### config.mk
export PLATFORM = sky130hd
export DESIGN_NAME = counter_share_arb
export DESIGN_NICKNAME = d
export VERILOG_FILES = /design/src/rtl/counter_share_arb.sv
export SDC_FILE = /design/constraint.sdc
export NUM_CORES = 1
export LEC_CHECK = 0
export ABC_AREA = 1
export CAP_MARGIN = 20
export CORE_ASPECT_RATIO = 1.2
export CORE_MARGIN = 4
export CORE_UTILIZATION = 54
export CTS_BUF_LIST = sky130_fd_sc_hd__clkbuf_8 sky130_fd_sc_hd__clkbuf_16
export DETAILED_ROUTE_END_ITERATION = 6
export PLACE_DENSITY = 0.86
export SKIP_LAST_GASP = 1
export SYNTH_ARGS = -nofsm -noshare
export SYNTH_HDL_FRONTEND = slang
export SYNTH_SLANG_ARGS = --single-unit
### constraint.sdc
create_clock -name clk -period 3.8 [get_ports clk]
set_input_delay 0.95 -clock clk [delete_from_list [all_inputs] [get_ports clk]]
set_output_delay 0.95 -clock clk [all_outputs]
set_load 0.05 [all_outputs]
### src/rtl/counter_share_arb.sv
// Round-robin arbiter that lends one up-counter to two requesters, running it
// from 0 to the winner's latched terminal count and pulsing that winner's done.
module counter_share_arb #(
  parameter int WIDTH = 4
) (
  input  logic             clk,
  input  logic             rst,
  input  logic             req0,
  input  logic [WIDTH-1:0] len0,
  input  logic             req1,
  input  logic [WIDTH-1:0] len1,
  output logic             gnt0,
  output logic             gnt1,
  output logic             done0,
  output logic             done1,
  output logic             busy,
  output logic [WIDTH-1:0] q
);

  typedef enum logic [1:0] {IDLE, COUNT, DONE} state_t;

  state_t           state;
  logic             owner;
  logic             prio;
  logic [WIDTH-1:0] term;
  logic             pick;
  logic             owner_req;

  // prio only matters on a tie; a lone request always wins
  assign pick      = (req0 && req1) ? prio : req1;
  assign owner_req = owner ? req1 : req0;

  always_ff @(posedge clk or negedge rst) begin
    if (!rst) begin
      state <= IDLE;
      owner <= 1'b0;
      prio  <= 1'b0;
      term  <= '0;
      q     <= '0;
      gnt0  <= 1'b0;
      gnt1  <= 1'b0;
      done0 <= 1'b0;
      done1 <= 1'b0;
      busy  <= 1'b0;
    end else begin
      case (state)
        IDLE: begin
          if (req0 || req1) begin
            state <= COUNT;
            owner <= pick;
            gnt0  <= !pick;
            gnt1  <= pick;
            term  <= pick ? len1 : len0;
            q     <= '0;
            busy  <= 1'b1;
          end
        end
        COUNT: begin
          if (!owner_req) begin
            // abort: owner withdrew, hand priority to the other side
            state <= IDLE;
            gnt0  <= 1'b0;
            gnt1  <= 1'b0;
            q     <= '0;
            busy  <= 1'b0;
            prio  <= !owner;
          end else if (q == term) begin
            state <= DONE;
            gnt0  <= 1'b0;
            gnt1  <= 1'b0;
            done0 <= !owner;
            done1 <= owner;
          end else begin
            q <= q + WIDTH'(1);
          end
        end
        DONE: begin
          state <= IDLE;
          done0 <= 1'b0;
          done1 <= 1'b0;
          q     <= '0;
          busy  <= 1'b0;
          prio  <= !owner;
        end
        default: state <= IDLE;
      endcase
    end
  end

endmodule

==> metrics.txt, run 1 <==
skew final=0.00131 ns; antenna viol nets, final=0; library cells used by synthesis=18; CP bufs+invs=1; Max IR drop VDD=0.499 mV; Post-DP HPWL=1810 microns; syn_nets=149; number of buffers created by CTS=3; Hold WC Path Type=reg -> reg; CP Class=reg -> out; kind of cell adding the most delay to the critical path=buffers and inverters; CP Data Arrival Time=1.57 ns; DRC=0; max frequency=396 MHz; Rel. slew slack=49.1%; Max-cap violations=0; clock sinks=17; CTS Hold Bufs=0; ratio of cells with drive above 1 in the final layout=12.3%; CP endpoint kind=output port; Setup Buffers After CTS=0; Setup crit start=q[2]; Detailed Route WL=2370 microns; Top FF cell, synth=dfrtp_1; Seq/Total Area, Yosys=41.2%; post-layout minimum cycle time=2.52 ns; vias per cell=5.33; power per standard cell area=808 mW/mm^2; Die H=55.9 microns; Mapped Area=0.00103 sq mm; status=finished clean; synthesized flop and latch total=17; cell chosen for the clock root=clkbuf_8; Post-Synthesis Cells=131; startpoint types=flip-flop; Slowest cell on crit path=clkdlybuf4s50_1; commonest non-fill, non-tap cell in the layout=nand2_1; full die area=0.00268 sq mm; Die X=47.9 microns; Yosys warning total=0; largest net degree at the start of global routing=18; Diodes inserted=0; nets@finish=174; number of flops mapped to enable cells by yosys=0; highest-count cells in the layout ignoring fill and taps=41 x nand2_1, 20 x clkdlybuf4s50_1, 17 x dfrtp_1; Async SR Flop Fraction=100%; CP Cell Sequence=clkdlybuf4s50_1; syn_area_per_cell=7.89 sq um; setup TNS=0 ns; Crit path required time=2.85 ns; io pins=21; Worst-Skew Late Latency=0.25 ns; final hold violation count=0; core area=0.00183 sq mm; pre-CTS WS=1.52 ns; RSZ-0062 raised after global routing=no; GRT Total Usage=20.7%; post-cts sizing count=0; CP Max Fanout=7; Final Slew Violations=0; CTS tree=built; CP max stage delay=0.85 ns; post-layout util=71.2%; buffers added on ports=20; routed vias=927; Initial Util=56.5%; Lkg Pwr=0.000670 uW; final setup vio count=0; Final GP Congestion=0.878; Slew @ Worst Pin=0.761 ns; Synth-to-Final Area Change=26.0%; Clock transition at path regs=0.07 ns; reg2reg start=state[1]; number of H-tree levels=1; final setup margin=1.28 ns; global route overflow=0; DR pass1 iterations=4; WL per Instance=13.6 microns; clock tree buffer depth=2; antenna violations before repair=0; first-pass GRT wire length=4030 microns; Rows=17; vias in the first global route=922; Period Utilization, post-route=66.4%; worst hold start=gnt0; drt initial violations=15
worst reg2reg max path, stage by stage, from the launching register on:
cell     delay [ns]
dfrtp_1        0.42
inv_1          0.12
ha_1           0.24
o21ai_2        0.10
nor2_4         0.22
inv_1          0.15
nor2_1         0.12
nand3_1        0.07
nand2_1        0.06
stage by stage:
stage          power [uW]  cell area (sq um)  cells  hold WS, ns
2_1_floorplan         755               1030    131        0.453
3_3_place_gp          892               1260    170        0.457
3_5_place_dp          912               1260    170        0.461
4_1_cts              1050               1300    174        0.474
5_1_grt              1130               1300    174        0.501
6_report             1050               1300    174        0.469
report_power, final:
part           total [uW]  internal [uW]  switching (uW)  leakage, uW
Clock                 135           71.8            62.9    0.0000269
Combinational         608            205             403     0.000427
Sequential            310            254            56.4     0.000216
metal layers:
| metal | global-route usage, % | up-vias | wire length (microns) |
|---|---|---|---|
| met3 | 3.88 | 8 | 97 |
| met5 | 0 | - | 0 |
| li1 | - | 463 | - |
| met1 | 23.6 | 431 | 989 |
| met4 | 8.46 | 0 | 61 |
| met2 | 35.3 | 25 | 1220 |
path summary, 6_finish.rpt:
kind	cells past startpoint	to	slack, ns
min in group asynchronous	1	term[2]	1.14
hold reg to reg	2	gnt0	0.47
setup / recovery	1	q[2]	1.28
setup reg to reg	8	q[3]	2.24
max in group asynchronous	1	state[1]	2.18
hold / removal	2	gnt0	0.47
registers in the layout, indices dropped and copies added (netlist names):
name and count:
prio 1, owner 1, gnt0 1, gnt1 1, q 4, term 4, done1 1, busy 1
done0 1, state 2
synthesized netlist by cell type, types with 3 or more instances:
cell type  count  area share (%)
o22ai_1        4             2.4
nor2_1        10             3.6
nand4_1        4             2.4
o21ai_0        8             3.9
nand2_4        3             3.3
inv_2          3             1.1
nand2_1       41              15
dfrtp_1       17              41
nor2_4         4             4.4
ha_1           6             7.3
nand3_1        7             3.4
nand2_2        4             2.4
inv_1         15             5.4
cell families after synthesis:
| family | count (synthesis) | share of synthesized area, % |
|---|---|---|
| buffers and inverters | 18 | 6.54 |
| DFF | 17 | 41.2 |
| AOI/OAI and AO/OA | 14 | 7.63 |
| xor gates and xnor gates | 1 | 0.848 |
| adders and majority gates | 6 | 7.26 |
| and+or+nand+nor | 75 | 36.6 |
area by class of cell:
class | count | area [sq um]
sequential | 17 | 425
fill | 134 | 527
inverter | 18 | 67.6
clock buffer | 3 | 41.3
tap | 19 | 23.8
timing repair buffer | 20 | 200
clock inverter | 1 | 3.75
multi-input combinational | 96 | 541
(Power assumes the default switching activity.)
==> inputs of run 2 (changes only) <==
--- a/config.mk
+++ b/config.mk
@@ -9,10 +9,10 @@
 export CAP_MARGIN = 20
 export CORE_ASPECT_RATIO = 1.2
 export CORE_MARGIN = 4
-export CORE_UTILIZATION = 54
+export CORE_UTILIZATION = 50
 export CTS_BUF_LIST = sky130_fd_sc_hd__clkbuf_8 sky130_fd_sc_hd__clkbuf_16
 export DETAILED_ROUTE_END_ITERATION = 6
-export PLACE_DENSITY = 0.86
+export PLACE_DENSITY = 0.81
 export SKIP_LAST_GASP = 1
 export SYNTH_ARGS = -nofsm -noshare
 export SYNTH_HDL_FRONTEND = slang
==> constraint.sdc (replaced) <==
create_clock -name clk -period 2.45 [get_ports clk]
set_input_delay 0.6125 -clock clk [delete_from_list [all_inputs] [get_ports clk]]
set_output_delay 0.6125 -clock clk [all_outputs]
set_load 0.05 [all_outputs]
==> metrics.txt, run 2 (synthesis gave the netlist of run 1 again) <==
post-cts sizing count=0 (unchanged); highest-count cells in the layout ignoring fill and taps=41 x nand2_1, 20 x clkdlybuf4s50_1, 17 x dfrtp_1 (unchanged); clock tree buffer depth=2 (unchanged); core area=0.00189 sq mm (was 0.00183 sq mm); Lkg Pwr=0.000674 uW (was 0.000670 uW); full die area=0.00286 sq mm (was 0.00268 sq mm); CTS Hold Bufs=0 (unchanged); setup TNS=0 ns (unchanged); Diodes inserted=0 (unchanged); global route overflow=0 (unchanged); DRC=0 (unchanged); Die X=49.5 microns (was 47.9 microns); Slowest cell on crit path=clkdlybuf4s50_1 (unchanged); drt initial violations=19 (was 15); DR pass1 iterations=4 (unchanged); antenna violations before repair=0 (unchanged); CP Data Arrival Time=1.59 ns (was 1.57 ns); CP max stage delay=0.85 ns (about the same); Slew @ Worst Pin=0.498 ns (was 0.761 ns); Max-cap violations=0 (unchanged); kind of cell adding the most delay to the critical path=buffers and inverters (unchanged); Setup Buffers After CTS=0 (unchanged); Die H=57.8 microns (was 55.9 microns); Synth-to-Final Area Change=26.9% (was 26.0%); Period Utilization, post-route=90.0%; RSZ-0062 raised after global routing=no (unchanged); nets@finish=175 (was 174); routed vias=912 (was 927); Regs by FF count=q: 4 flops, term: 4 flops, state: 2 flops (unchanged); clock sinks=17 (unchanged); largest net degree at the start of global routing=18 (unchanged); vias per cell=5.21 (was 5.33); Rows=17 (unchanged); vias in the first global route=828 (was 922); power per standard cell area=1230 mW/mm^2 (was 808 mW/mm^2); Rel. slew slack=66.7% (was 49.1%); Hold WC Path Type=reg -> reg (unchanged); CP Max Fanout=7 (unchanged); antenna viol nets, final=0 (unchanged); post-layout minimum cycle time=2.21 ns; final hold violation count=0 (unchanged); CP endpoint kind=output port (unchanged); startpoint types=flip-flop (unchanged); first-pass GRT wire length=3570 microns (was 4030 microns); Clock transition at path regs=0.07 ns (about the same); Max IR drop VDD=0.868 mV (was 0.499 mV); io pins=21 (unchanged); Worst-Skew Late Latency=0.25 ns (about the same); number of buffers created by CTS=3 (unchanged); Initial Util=54.6% (was 56.5%); CP Class=reg -> out (unchanged); GRT Total Usage=15.8% (was 20.7%); number of H-tree levels=1 (unchanged); Final GP Congestion=0.840 (was 0.878); buffers added on ports=20 (unchanged); WL per Instance=12.0 microns (was 13.6 microns); Cell Area, Placed=0.00126 sq mm (about the same); Detailed Route WL=2100 microns (was 2370 microns); commonest non-fill, non-tap cell in the layout=nand2_1 (unchanged); final setup vio count=0 (unchanged); skew final=0.00156 ns (was 0.00131 ns); CP bufs+invs=1 (unchanged); CP Cell Sequence=clkdlybuf4s50_1 (unchanged); Post-DP HPWL=1720 microns (was 1810 microns); ratio of cells with drive above 1 in the final layout=13.5% (was 12.3%); CTS tree=built (unchanged); cell area after layout=0.00131 sq mm (was 0.00130 sq mm); max frequency=453 MHz; status=finished clean (unchanged); Final Slew Violations=0 (unchanged); cell chosen for the clock root=clkbuf_8 (unchanged); Crit path required time=1.84 ns (was 2.85 ns)
## run 2: cell type report
type	count	area, sq um
fillers	167	582
multi-input cells	96	541
flip-flops and latches	17	425
repair buffers	21	208
inverters	18	67.6
clock buffers	3	41.3
well taps	19	23.8
clock inverters	1	5.00
## run 2: per-stage QoR
stage | worst slack, ns | hold slack (ns) | instances | util [%] | total power, uW
floorplan | 0.967 | 0.317 | 131 | - | 1170
global placement | 0.516 | 0.458 | 171 | 66.8 | 1390
detailed placement | 0.508 | 0.458 | 171 | 66.8 | 1410
CTS | 0.232 | 0.474 | 175 | 69.3 | 1620
global route | 0.195 | 0.511 | 175 | 69.3 | 1740
finish | 0.245 | 0.469 | 175 | 69.3 | 1610
## run 2: power by group
part	leakage, uW	switching (uW)	internal (uW)
Clock	0.0000255	95.4	113
Combinational	0.000432	600	318
Sequential	0.000216	87.8	394
## run 2: worst paths after layout
check	from	end	slack (ns)	cells after the start
worst max-delay path	q[2]	q[2]	0.24	1
worst min-delay path	gnt0	gnt0	0.47	2
worst max register to register	state[0]	busy	0.91	8
worst min register to register	gnt0	gnt0	0.47	2
max in group asynchronous	rst	done0	1.59	2
min in group asynchronous	rst	term[2]	0.68	2
## run 2: per-layer routing
| metal | part of all wire (%) | up-vias | wire, microns | track usage [%] |
|---|---|---|---|---|
| met2 | 55 | 12 | 1160 | 29.7 |
| met5 | 0 | - | 0 | 0 |
| met4 | 0.91 | 0 | 19 | 4.74 |
| li1 | - | 465 | - | - |
| met1 | 42 | 433 | 870 | 18.6 |
| met3 | 2.3 | 2 | 49 | 2.31 |
==> RTL edit 1: new RTL, flow settings as in run 1 <==
Reset style: synchronous (`rst`), changed in one clocked block.
--- a/src/rtl/counter_share_arb.sv
+++ b/src/rtl/counter_share_arb.sv
@@ -30,7 +30,7 @@
   assign pick      = (req0 && req1) ? prio : req1;
   assign owner_req = owner ? req1 : req0;
 
-  always_ff @(posedge clk or negedge rst) begin
+  always_ff @(posedge clk) begin
     if (!rst) begin
       state <= IDLE;
       owner <= 1'b0;
Check against the original RTL: differs if rst is asserted again (counterexample within 4 cycles, from zero or initial values and one cycle with rst low); with rst held inactive, the same outputs for 10 cycles.
==> RTL edit 1 against run 1 <==
- worst setup slack improved by 50 ps
- critical endpoint unchanged
- area after synthesis decreased by 4.6%
- count of clock-buffer cells in the layout unchanged
- highest routed layer unchanged
- sequential cell count unchanged
- worst hold slack got worse by 7.5 ps
- sequential share of layout area decreased by 5.4 points
- cell area decreased by 4.0%
- largest cell class unchanged
- routed wire length decreased by 5.7%
Power is not compared: it rests on default switching activity, and its combinational part moved more than twofold at a synthesized area within 25%.
==> RTL edit 1: results (changes against run 1) <==
* Syn_nets at 162 (+8.7%)
* Pre-CTS setup slack at 1440 ps (-86.4 ps)
* # resized after CTS at 0 (unchanged)
* Leading cell types by count after synthesis: nand2_1 (44), dfxtp_1 (17), inv_1 (16), nor2_1 (13)
* CP Max Fanout at 6 (-1)
* Placed insts at 183 (+7.6%)
* Synth top area cells: dfxtp_1 (35%), nand2_1 (17%), inv_1 (6.1%)
* WL final at 2.24 mm (-5.7%)
* Vias in the first global route at 967 (+4.9%)
* Final layout net count at 186 (+6.9%)
* Mean Syn Cell Area at 6.75 µm² (-14%)
* DRT iter0 DRCs at 15 (unchanged)
* Async SR Flop Fraction at 0 (-1.00)
* Layout cells sized above 1 at 0.124 (+0.00168)
* Wire per inst at 12.0 µm (-12%)
* Vias/cell at 5.27 (-1.0%)
* Critical Path AT at 1520 ps (-50 ps)
* First-pass GRT wire length at 4.01 mm (-0.52%)
* Status: finished, final reports clean
* Overall Global Routing Usage at 0.216 (+0.00970)
* DPL Wire Length at 1.80 mm (-0.60%)
* Final Skew at 7.66 ps (+6.35 ps)
* Distinct cell type count after synthesis at 22 (+4)
* Ys flop type: dfxtp_1
* Routability cong. at 0.906 (+3.1%)
* Largest net degree at the start of global routing at 11 (-7)
-- RTL edit 1: changes by cell type after synthesis, sizes merged, moves of 2 or more --
cell and change:
nand4 -4, nand3 +5, o21ai -3, nor2 +3, o22ai -4, ha -2, o211ai +4, dfxtp +17
a21oi +12, inv +4, dfrtp -17
-- RTL edit 1: kinds of logic after synthesis --
| logic type | count (synthesis) | share of synthesized area |
|---|---|---|
| AOI/OAI and AO/OA | 23 | 0.138 |
| xor gates and xnor gates | 1 | 0.00888 |
| adders and majority gates | 4 | 0.0508 |
| buffers and inverters | 24 | 0.0914 |
| DFF | 17 | 0.345 |
| and+or+nand+nor | 77 | 0.365 |
-- RTL edit 1: layout make-up --
type | instances | area (µm²)
Clock buffer | 3 | 41.3
Clock inverter | 1 | 3.75
Fill cell | 144 | 432
Inverter | 23 | 86.3
Multi-Input combinational cell | 105 | 556
Sequential cell | 17 | 340
Tap cell | 18 | 22.5
Timing Repair Buffer | 20 | 200
-- RTL edit 1: layer usage --
layer  global-route usage  wire length [µm]  share of wire  vias to the layer above
met4                0.111                54          0.024                        0
met3               0.0362               101          0.045                        7
met5                    0                 0              0                        -
met2                0.378              1180           0.53                       23
met1                0.247               902           0.40                      450
li1                     -                 -              -                      506
-- RTL edit 1: power by group through the flow --
stage / logic, mW / clock network, mW / registers [mW]
after CTS: 0.205 / 0.133 / 0.216
after global placement: 0.198 / 0 / 0.219
after detailed placement: 0.203 / 0 / 0.220
after global routing: 0.227 / 0.137 / 0.219
final: 0.203 / 0.131 / 0.216
after floorplan: 0.116 / 0 / 0.250
-- RTL edit 1: final timing paths --
check | depth (start not counted) | slack (ps) | from | endpoint
worst max-delay path | 1 | 1330 | q[2] | q[2]
worst min-delay path | 2 | 460 | gnt1 | gnt1
worst max register to register | 7 | 2340 | state[1] | prio
worst min register to register | 2 | 460 | gnt1 | gnt1
-- RTL edit 1: through the flow --
step,util,area (µm²)
CTS,0.743,1250
global placement,0.717,1200
detailed placement,0.717,1200
global route,0.743,1250
finish,0.743,1250
floorplan,-,986
==> RTL edit 2: new RTL, settings of run 1 <==
Made on the original files. The parameter `WIDTH` goes from 4 to 6.
--- a/src/rtl/counter_share_arb.sv
+++ b/src/rtl/counter_share_arb.sv
@@ -1,7 +1,7 @@
 // Round-robin arbiter that lends one up-counter to two requesters, running it
 // from 0 to the winner's latched terminal count and pulsing that winner's done.
 module counter_share_arb #(
-  parameter int WIDTH = 4
+  parameter int WIDTH = 6
 ) (
   input  logic             clk,
   input  logic             rst,
Interface: changed (resized len0, len1 and q); port bits go from 21 to 27. The function was not compared with the original's and may differ.
==> RTL edit 2 against run 1 <==
- clock skew is essentially flat
- area after synthesis grew 27%
- clock power grew 6%
- worst setup slack lost 13 ps
- fmax shrank 0.51%
- sequential cell count grew 4
- routed wire length grew 26%
- cell area grew 27%
- count of clock-buffer cells in the layout is the same
- total power grew 8.3%
- via count grew 30%
- largest power group unchanged
==> RTL edit 2: results (changes against run 1) <==
* Largest net degree at the start of global routing at 22 (+4)
* Synth top area cells: dfrtp_1 (40%), nand2_1 (13%), inv_1 (6.6%)
* Clock-pin slew on the worst setup and hold paths at 80 ps
* VDD IR max at 625 µV (+25%)
* WL final at 3.00 mm (+26%)
* Post-synthesis sequential area ratio at 0.400 (-0.0112)
* Final Skew at 1.34 ps (+0.0304 ps)
* DPL Wire Length at 2.39 mm (+32%)
* Placed insts at 224 (+32%)
* First-pass GRT wire length at 4.95 mm (+23%)
* Cell leakage power at 0.808 nW (+20%)
* Critical Path AT at 1590 ps (+20 ps)
* Routability cong. at 0.838 (-4.6%)
* Switching power at 550 µW (+5.5%)
* Status: finished, final reports clean
* Distinct cell type count after synthesis at 25 (+7)
* Mean Syn Cell Area at 7.81 µm² (-0.97%)
* Wire per inst at 13.1 µm (-3.6%)
* I/O Buffers at 26 (+30%)
* DRT iter0 DRCs at 35 (+20)
* Syn_nets at 189 (+27%)
* Vias in the first global route at 1139 (+24%)
* Leading cell types by count after synthesis: nand2_1 (47), inv_1 (23), dfrtp_1 (21), nor2_1 (15), nand3_1 (8)
* Relative slew slack at 0.372 (-0.119)
* Layout cells sized above 1 at 0.132 (+0.00940)
* Overall Global Routing Usage at 0.206 (-0.000693)
* Diodes inserted at 0 (unchanged)
* Registers with the most flip-flops: q: 6 flops, term: 6 flops, state: 2 flops
-- RTL edit 2: final timing paths --
kind / startpoint / endpoint / slack [ps]
worst max register to register: state[1] / q[2] / 2150
worst max-delay path: q[0] / q[0] / 1260
worst min register to register: gnt1 / gnt1 / 490
worst min-delay path: gnt1 / gnt1 / 490
min in group asynchronous: rst / term[3] / 1210
max in group asynchronous: rst / state[1] / 2010
-- RTL edit 2: layout make-up --
| cell class | count | area [µm²] |
|---|---|---|
| fillers | 195 | 653 |
| well taps | 31 | 38.8 |
| flip-flops and latches | 21 | 526 |
| clock buffers | 3 | 41.3 |
| clock inverters | 1 | 5.00 |
| multi-input cells | 121 | 688 |
| repair buffers | 26 | 260 |
| inverters | 25 | 93.8 |
-- RTL edit 2: cells by family (layout without fill, tap and decap cells) --
kind of cell | Yosys count | in the layout | share of synthesized area
DFF | 21 | 21 | 0.400
xor gates and xnor gates | 2 | 2 | 0.0133
and+or+nand+nor | 95 | 95 | 0.378
adders and majority gates | 5 | 5 | 0.0477
buffers and inverters | 26 | 55 | 0.0753
AOI/OAI and AO/OA | 19 | 19 | 0.0848
-- RTL edit 2: power by group through the flow --
stage          combinational (mW)  clock, mW  sequential (mW)
2_1_floorplan               0.372          0            0.459
3_3_place_gp                0.610          0            0.368
3_5_place_dp                0.626          0            0.372
4_1_cts                     0.633      0.146            0.369
5_1_grt                     0.687      0.157            0.380
6_report                    0.627      0.143            0.369
-- RTL edit 2: layer usage --
layer  wire (µm)  vias up  track usage
met5           0        -            0
met4          32        0       0.0803
met3         119        4       0.0286
met2        1650       24        0.383
met1        1190      574        0.239
li1            -      600            -
-- RTL edit 2: through the flow --
step | instance area, µm² | hold WS [ps] | setup slack (ps) | util
detailed placement | 1610 | 465 | 1370 | 0.697
floorplan | 1310 | 489 | 2110 | -
global placement | 1610 | 458 | 1460 | 0.697
CTS | 1650 | 494 | 1250 | 0.717
finish | 1650 | 491 | 1260 | 0.717
global route | 1650 | 513 | 1200 | 0.717
